==> config.mk <==
export PLATFORM = sky130hd
export DESIGN_NAME = pipeline_hazard_ctrl
export DESIGN_NICKNAME = d
export VERILOG_FILES = /design/src/rtl/pipeline_hazard_ctrl.sv
export SDC_FILE = /design/constraint.sdc
export NUM_CORES = 1
export LEC_CHECK = 0
export CAP_MARGIN = 0
export CORE_ASPECT_RATIO = 0.6
export CORE_UTILIZATION = 24
export DETAILED_ROUTE_END_ITERATION = 7
export GPL_ROUTABILITY_DRIVEN = 0
export PLACE_DENSITY = 0.77
export SLEW_MARGIN = 0
export SYNTH_ARGS = -nofsm -noshare
export SYNTH_HDL_FRONTEND = slang
export SYNTH_SLANG_ARGS = --single-unit
==> constraint.sdc <==
create_clock -name clk -period 1.54 [get_ports clk]
set_clock_uncertainty 0.1 [all_clocks]
set_input_delay 0.308 -clock clk [delete_from_list [all_inputs] [get_ports clk]]
set_output_delay 0.308 -clock clk [all_outputs]
set_load 0.005 [all_outputs]
==> src/rtl/pipeline_hazard_ctrl.sv <==
// pipeline_hazard_ctrl
// Central hazard controller for the 5-stage in-order pipeline. It resolves
// three hazards: taken-branch redirects from EX, multi-cycle MUL/DIV
// occupancy of EX, and load-use data hazards. That list is also the
// priority order, highest first. The control outputs are combinational
// from the current inputs and FSM state, so the stage registers react in
// the same cycle.
//
// Optional feature: define PERF_CNT_EN to build the saturating stall and
// flush performance counters. Without it, stall_cnt and flush_cnt are
// tied to zero.
//
// Parameters:
//   MD_LAT  total cycles a MUL/DIV op occupies EX (>=1)
//   CNT_W   performance counter width
// Ports:
//   clk, rst_n                    clock, async active-low reset
//   rs1_D, rs2_D                  ID source registers
//   rs1_used_D, rs2_used_D        ID source actually read
//   rd_E, mem_read_E              EX destination / EX is a load
//   md_op_E, br_taken_E           EX is MUL/DIV / EX redirects PC
//   pc_en                         PC update enable
//   if_id_en, if_id_flush         IF/ID enable / flush
//   id_ex_en, id_ex_flush         ID/EX enable / flush (bubble)
//   ex_mem_bubble                 load NOP into EX/MEM
//   md_busy                       MUL/DIV FSM in BUSY
//   stall_cnt, flush_cnt          performance counters
module pipeline_hazard_ctrl #(
  parameter int MD_LAT = 4,
  parameter int CNT_W  = 32
) (
  input  logic             clk,
  input  logic             rst_n,
  input  logic [4:0]       rs1_D,
  input  logic [4:0]       rs2_D,
  input  logic             rs1_used_D,
  input  logic             rs2_used_D,
  input  logic [4:0]       rd_E,
  input  logic             mem_read_E,
  input  logic             md_op_E,
  input  logic             br_taken_E,
  output logic             pc_en,
  output logic             if_id_en,
  output logic             if_id_flush,
  output logic             id_ex_en,
  output logic             id_ex_flush,
  output logic             ex_mem_bubble,
  output logic             md_busy,
  output logic [CNT_W-1:0] stall_cnt,
  output logic [CNT_W-1:0] flush_cnt
);

  // cnt holds the remaining stall cycles after the first one, so it never
  // needs to reach MD_LAT-1.
  localparam int CW = (MD_LAT <= 2) ? 1 : $clog2(MD_LAT);
  localparam logic [CW-1:0] CNT_LOAD = CW'((MD_LAT >= 2) ? (MD_LAT - 2) : 0);
  localparam logic [CW-1:0] CNT_ZERO = {CW{1'b0}};
  localparam logic [CW-1:0] CNT_ONE  = CW'(1);
  // Single-cycle MUL/DIV never needs the FSM.
  localparam logic MD_MULTI = (MD_LAT >= 2) ? 1'b1 : 1'b0;

  localparam logic [0:0] ST_IDLE = 1'b0;
  localparam logic [0:0] ST_BUSY = 1'b1;

  logic [0:0]    state_r;
  logic [0:0]    state_nxt_s;
  logic [CW-1:0] cnt_r;
  logic [CW-1:0] cnt_nxt_s;
  logic          load_use_s;
  logic          md_stall_s;

  // Hazard detection from the current ID/EX contents and FSM state.
  always_comb begin
    load_use_s = mem_read_E && (rd_E != 5'd0) &&
                 ((rs1_used_D && (rs1_D == rd_E)) ||
                  (rs2_used_D && (rs2_D == rd_E)));
    md_stall_s = MD_MULTI &&
                 (((state_r == ST_IDLE) && md_op_E) ||
                  ((state_r == ST_BUSY) && (cnt_r != CNT_ZERO)));
  end

  // Prioritised stage-register control; everything is held off in reset.
  always_comb begin
    pc_en         = 1'b0;
    if_id_en      = 1'b0;
    if_id_flush   = 1'b0;
    id_ex_en      = 1'b0;
    id_ex_flush   = 1'b0;
    ex_mem_bubble = 1'b0;
    if (!rst_n) begin
      pc_en         = 1'b0;
    end else if (br_taken_E) begin
      // The ID instruction is flushed, so a load-use match is irrelevant.
      pc_en         = 1'b1;
      if_id_en      = 1'b1;
      if_id_flush   = 1'b1;
      id_ex_en      = 1'b1;
      id_ex_flush   = 1'b1;
    end else if (md_stall_s) begin
      // Freeze IF/ID/EX and push NOPs into MEM. Any load-use match is
      // masked here and re-checked after release.
      ex_mem_bubble = 1'b1;
    end else if (load_use_s) begin
      id_ex_en      = 1'b1;
      id_ex_flush   = 1'b1;
    end else begin
      pc_en         = 1'b1;
      if_id_en      = 1'b1;
      id_ex_en      = 1'b1;
    end
  end

  assign md_busy = (state_r == ST_BUSY);

  // MUL/DIV occupancy FSM next state; a branch always aborts to IDLE.
  always_comb begin
    state_nxt_s = state_r;
    cnt_nxt_s   = cnt_r;
    if (br_taken_E) begin
      state_nxt_s = ST_IDLE;
      cnt_nxt_s   = CNT_ZERO;
    end else begin
      case (state_r)
        ST_IDLE: begin
          if (MD_MULTI && md_op_E) begin
            state_nxt_s = ST_BUSY;
            cnt_nxt_s   = CNT_LOAD;
          end else begin
            state_nxt_s = ST_IDLE;
            cnt_nxt_s   = CNT_ZERO;
          end
        end
        ST_BUSY: begin
          // cnt==0 is the release cycle: md_op_E is not looked at here.
          if (cnt_r != CNT_ZERO) begin
            state_nxt_s = ST_BUSY;
            cnt_nxt_s   = cnt_r - CNT_ONE;
          end else begin
            state_nxt_s = ST_IDLE;
            cnt_nxt_s   = CNT_ZERO;
          end
        end
        default: begin
          state_nxt_s = ST_IDLE;
          cnt_nxt_s   = CNT_ZERO;
        end
      endcase
    end
  end

  // FSM state and counter registers.
  always_ff @(posedge clk or negedge rst_n) begin
    if (!rst_n) begin
      state_r <= ST_IDLE;
      cnt_r   <= CNT_ZERO;
    end else begin
      state_r <= state_nxt_s;
      cnt_r   <= cnt_nxt_s;
    end
  end

`ifdef PERF_CNT_EN
  localparam logic [CNT_W-1:0] PC_MAX = {CNT_W{1'b1}};
  localparam logic [CNT_W-1:0] PC_ONE = CNT_W'(1);

  logic [CNT_W-1:0] stall_cnt_r;
  logic [CNT_W-1:0] flush_cnt_r;

  // Saturating stall and flush event counters.
  always_ff @(posedge clk or negedge rst_n) begin
    if (!rst_n) begin
      stall_cnt_r <= {CNT_W{1'b0}};
      flush_cnt_r <= {CNT_W{1'b0}};
    end else begin
      if (!pc_en && (stall_cnt_r != PC_MAX)) begin
        stall_cnt_r <= stall_cnt_r + PC_ONE;
      end
      if (br_taken_E && (flush_cnt_r != PC_MAX)) begin
        flush_cnt_r <= flush_cnt_r + PC_ONE;
      end
    end
  end

  assign stall_cnt = stall_cnt_r;
  assign flush_cnt = flush_cnt_r;
`else
  assign stall_cnt = {CNT_W{1'b0}};
  assign flush_cnt = {CNT_W{1'b0}};
`endif

endmodule

==> results of run 1 <==
[per-stage QoR]
stage / area, sq um / cells / hold slack [ps]
after floorplan: 1020 / 162 / -87.6
after global placement: 928 / 175 / 423
after detailed placement: 928 / 175 / 419
after CTS: 1010 / 183 / 10.8
after global routing: 1110 / 185 / 32.7
final: 1110 / 185 / 18.4
[per-layer routing]
| layer | up-vias | routed length [um] | track usage [%] |
|---|---|---|---|
| li1 | 270 | - | - |
| met1 | 255 | 517 | 9.02 |
| met2 | 24 | 912 | 12.9 |
| met3 | 2 | 51 | 1.97 |
| met4 | 0 | 10 | 4.44 |
| met5 | - | 0 | 0 |
[worst max-delay path, delay by kind of cell]
family          cells  cell delay [ps]
simple gates        1              320
compound gates      2              290
xor+xnor            1              140
buf+inv             4              510
[path summary, 6_finish.rpt]
check / slack (ps) / start / endpoint
max: -440 / rd_E[0] / id_ex_flush
min: 20 / rst_n / cnt_r[0]
max reg2reg: 440 / cnt_r[0] / md_busy
min reg2reg: 460 / cnt_r[0] / cnt_r[0]
max in group asynchronous: 1220 / rst_n / cnt_r[1]
min in group clk: 460 / cnt_r[0] / cnt_r[0]
[cell usage in the layout (no fill, tap or decap), types with 3 or more instances in the layout]
| cell | n |
|---|---|
| dfrtp_1 | 3 |
| xor2_1 | 6 |
| buf_2 | 6 |
| dlygate4sd2_1 | 6 |
| clkdlybuf4s15_1 | 3 |
| clkbuf_8 | 3 |
| conb_1 | 64 |
| buf_4 | 10 |
| clkdlybuf4s50_1 | 4 |
| buf_6 | 8 |
[sequential cells by signal (all words and copies together) (netlist names)]
register  cells
cnt_r         2
md_busy       1
[report_power, final]
group / switching (W) / total [W] / internal (W)
Clock: 0.0000452 / 0.000221 / 0.000176
Sequential: 0.00000320 / 0.0000862 / 0.0000830
Combinational: 0.000108 / 0.000223 / 0.000115
[kinds of logic (layout without fill, tap and decap cells)]
family,Yosys count,after routing,share of synthesized area (%)
other,1,64,0.479
buffers and inverters,67,48,63.3
AOI/OAI and AO/OA,7,7,6.39
DFF,3,3,9.58
and+or+nand+nor,11,11,9.11
xor gates and xnor gates,10,10,11.2
[layout make-up]
type	count	share of cell area, %
Clock buffer	4	4.07
Timing Repair Buffer	42	33.7
Multi-Input combinational cell	92	50.0
Sequential cell	3	6.79
Tap cell	42	4.75
Inverter	2	0.679
[timing repair]
action                                  in CTS  in global routing
endpoints found under the hold margin        0                  0
setup buffers                                5                  2
endpoints found under the setup margin       6                  7
resized for setup                           75                 18
pin swaps                                   14                  7
==> results.toml, run 1 <==
[grt]
grt.total_usage_pct = 7.70
grt_max_degree = 6
grt_pass1_wl_um = 1920
antenna_found_initial = 0
grt_pass1_vias = 451
overflow = 0

[timing]
rsz0062_at_grt = "true"
finalSetupViolCount = 5
period_share_pct = 129
finalCriticalPeriod_ps = 1980
hold_viol_final = 0
fmax_ghz = 0.505
maxSlewViolCount = 0
setup_slack_ps = -440
fin_setup_tns_ps = -1610

[drt]
post_drt_wl_per_cell_um = 8.06
drt_wl_total_um = 1490
antenna_left = 0
drcViolationCount = 0
drtIter0Drc = 1
via_per_inst = 2.98
num_vias = 551
drt-pass1-iter-count = 2

[cells_and_area]
fin_util_pct = 37.1
register_area_sq_um = 75.1
nFillCells = 300
multiInputGateArea_sq_um = 553
antenna_cells = 0
finish.net_count = 166
drive_gt1_share_pct = 32.9
areaGrowthSynthToFinish_pct = 41.2

[critical_path]
cpMostUsedCell = "buf_6"
cp_cell_sequence = "buf_6, buf_6, xor2_1, nor4_2, a32oi_2, buf_4, o31ai_4, buf_2"
start_kind = "primary input"
worstRegToRegCells = 4
cp_data_required_time_ps = 1130
end_kind = "output port"
crit_arrival_ps = 1570
cpMaxStageDelayCell = "nor4_2"
path_class = "in2out"
cp_max_fo = 2
slowest_delay_ps = 320

[logic_synthesis]
synth_area_sq_um = 783
synth_seq_area_share_pct = 9.58
synth_edf_count = 0
synth_cell_types = 21
syn_inst = 99
ys_ff_latch = 3
yosys.area.top_type = "buf_4"
yosysTopAreaCellShare_pct = 62.3
synth-main-ff-cell = "dfrtp_1"
yosysMostFrequentCell = "buf_4"
syn_area_per_cell_sq_um = 7.91
synthArstFlopShare_pct = 100
yosys_warnings = 0
synth_commonest_cells = "buf_4, xor2_1, dfrtp_1"
synth_area_leaders = "buf_4, dfrtp_1, xor2_1"

[run_status]
status = "finished, violations left"
violations = "setup timing"

[clocking]
cts_hold_buf = 0
cts_max_path_buffers = 2
cts_tree = "built"
cts_num_sinks = 3
ctsHtreeMaxLevel = 1
numCtsBuffers = 3
ctsRootBufferMaster = "clkbuf_8"
clkSlewWorstSetupHoldPaths_ps = 30
insertion_delay_ps = 210

[run]
cap_violations = 0

[floorplan]
die_area_sq_mm = 0.00350
rows = 15
die_h_um = 46.3
die_w_um = 75.8
coreArea_sq_mm = 0.00298
start_util_pct = 26.2
ioPinCount = 93

[pwr]
p_leak_nw = 0.605
peakVddDrop_mv = 0.391
total_power_w = 0.000530
p_per_area_mw_per_mm2 = 479

[placed_design]
dpl.hpwl_um = 1240
pre_cts_ws_ps = -1150
port_buffers = 28

[hold_path]
hp-class = "in2async"
Power figures use the tool's default switching activity.
==> run 2, diff against run 1 <==
--- a/config.mk
+++ b/config.mk
@@ -10,6 +10,7 @@
 export CORE_UTILIZATION = 24
 export DETAILED_ROUTE_END_ITERATION = 7
 export GPL_ROUTABILITY_DRIVEN = 0
+export GPL_TIMING_DRIVEN = 0
 export PLACE_DENSITY = 0.77
 export SLEW_MARGIN = 0
 export SYNTH_ARGS = -nofsm -noshare
==> results.toml, run 2 (same netlist as run 1, synthesis figures left out) <==
[grt]
use_met2_pct = 18.9
grt_use_met3_pct = 1.97
grt.total_usage_pct = 10.1
grt_pass1_vias = 612
grt_max_degree = 7
grt_pass1_wl_um = 2570
met1_usage_pct = 11.2
overflow = 0
busiest_layer = "met2"
antenna_found_initial = 0

[floorplan]
die_w_um = 75.8
start_util_pct = 26.2
die_area_sq_mm = 0.00350
coreArea_sq_mm = 0.00298
rows = 15
ioPinCount = 93
die_h_um = 46.3

[cells_and_area]
fin_util_pct = 53.3
nFillCells = 281
finish.net_count = 235
largest_register = "cnt_r"
final_cell_mix = "buf_4, conb_1, buf_6, buf_2, xor2_1"
areaGrowthSynthToFinish_pct = 103
largest_reg_flops = 2
fin_cells = 254
final_common_cell = "buf_4"
drive_gt1_share_pct = 55.7
antenna_cells = 0

[timing]
period_share_pct = 126
fmax_ghz = 0.516
finalCriticalPeriod_ps = 1940
maxSlewViolCount = 0
rsz0062_at_grt = "true"
hold_viol_final = 0
finalSetupViolCount = 6
setup_slack_ps = -398
fin_setup_tns_ps = -1480

[hold_path]
min_path_cells = 2
hp-class = "in2reg"
hp-start = "br_taken_E"
hold_end = "cnt_r[1]"

[clocking]
numCtsBuffers = 3
cts_max_path_buffers = 2
cts_num_sinks = 3
insertion_delay_ps = 210
clkSlewWorstSetupHoldPaths_ps = 30
ctsRootBufferMaster = "clkbuf_8"
ctsHtreeMaxLevel = 1
cts_tree = "built"

[drt]
via_per_inst = 2.96
drcViolationCount = 0
drtIter0Drc = 0
num_vias = 753
post_drt_wl_per_cell_um = 8.17
antenna_left = 0
drt-pass1-iter-count = 1
drt_wl_total_um = 2080

[critical_path]
path_class = "in2out"
cp_data_required_time_ps = 1130
ff2ff_setup_slack_ps = -170
r2r-end = "cnt_r[1]"
cp_max_fo = 3
end_kind = "output port"
start_kind = "primary input"
crit_arrival_ps = 1530
worstRegToRegCells = 10
r2r-start = "md_busy"

[run]
cap_violations = 0

[run_status]
violations = "setup timing"
status = "finished, violations left"

[pwr]
peakVddDrop_mv = 0.439
p_leak_nw = 0.959
p_per_area_mw_per_mm2 = 422

[placed_design]
dpl.hpwl_um = 1580
place_inst = 232
port_buffers = 28
-- run 2: layout make-up --
type / instances / area, sq um / area share, %
sequential: 3 / 75.1 / 4.72
timing repair buffer: 46 / 400 / 25.2
clock buffer: 4 / 45.0 / 2.83
multi-input combinational: 92 / 522 / 32.8
inverter: 2 / 7.51 / 0.472
tap: 42 / 52.6 / 3.30
buffer: 65 / 488 / 30.7
-- run 2: repair_timing --
item / 4_1_cts / 5_1_grt
cloned: 0 / 0
setup endpoints to repair: 6 / 7
pin swaps: 18 / 5
hold endpoints to repair: 3 / 3
setup buffers: 15 / 5
gates resized for setup: 95 / 21
-- run 2: where the power goes --
| part | switching [W] | internal, W |
|---|---|---|
| Clock | 0.0000463 | 0.000176 |
| Combinational | 0.000133 | 0.000230 |
| Sequential | 0.00000335 | 0.0000830 |
| Total | 0.000183 | 0.000489 |
-- run 2: worst max path at each step --
stage / slack, ps / endpoint / depth (start not counted) / start
final: -400 / pc_en / 7 / rd_E[2]
after global routing: -450 / id_ex_flush / 6 / cnt_r[1]
after CTS: -430 / pc_en / 7 / rd_E[2]
after detailed placement: -1210 / pc_en / 7 / rd_E[1]
after global placement: -1210 / pc_en / 7 / rd_E[1]
after floorplan: -170 / pc_en / 5 / rd_E[1]
-- run 2: layer usage --
metal  share of wire, %  routed length (um)
met1                 36                 757
met2                 58                1210
met3                4.7                  98
met4               0.48                  10
met5                  0                   0
-- run 2: worst max-delay path, stage by stage --
cell and delay [ps]:
buf_8 100, or4_4 540, o21ai_4 140, or2_1 120
o21ba_1 130, buf_4 110, buf_6 80
-- run 2: through the flow --
stage	cell area [sq um]	worst slack, ps	power (W)	hold WS, ps
after floorplan	1020	-166	0.000280	-87.6
after global placement	1360	-1210	0.000374	345
after detailed placement	1360	-1210	0.000375	353
after CTS	1510	-432	0.000634	-87.5
after global routing	1590	-446	0.000725	247
final	1590	-398	0.000671	242
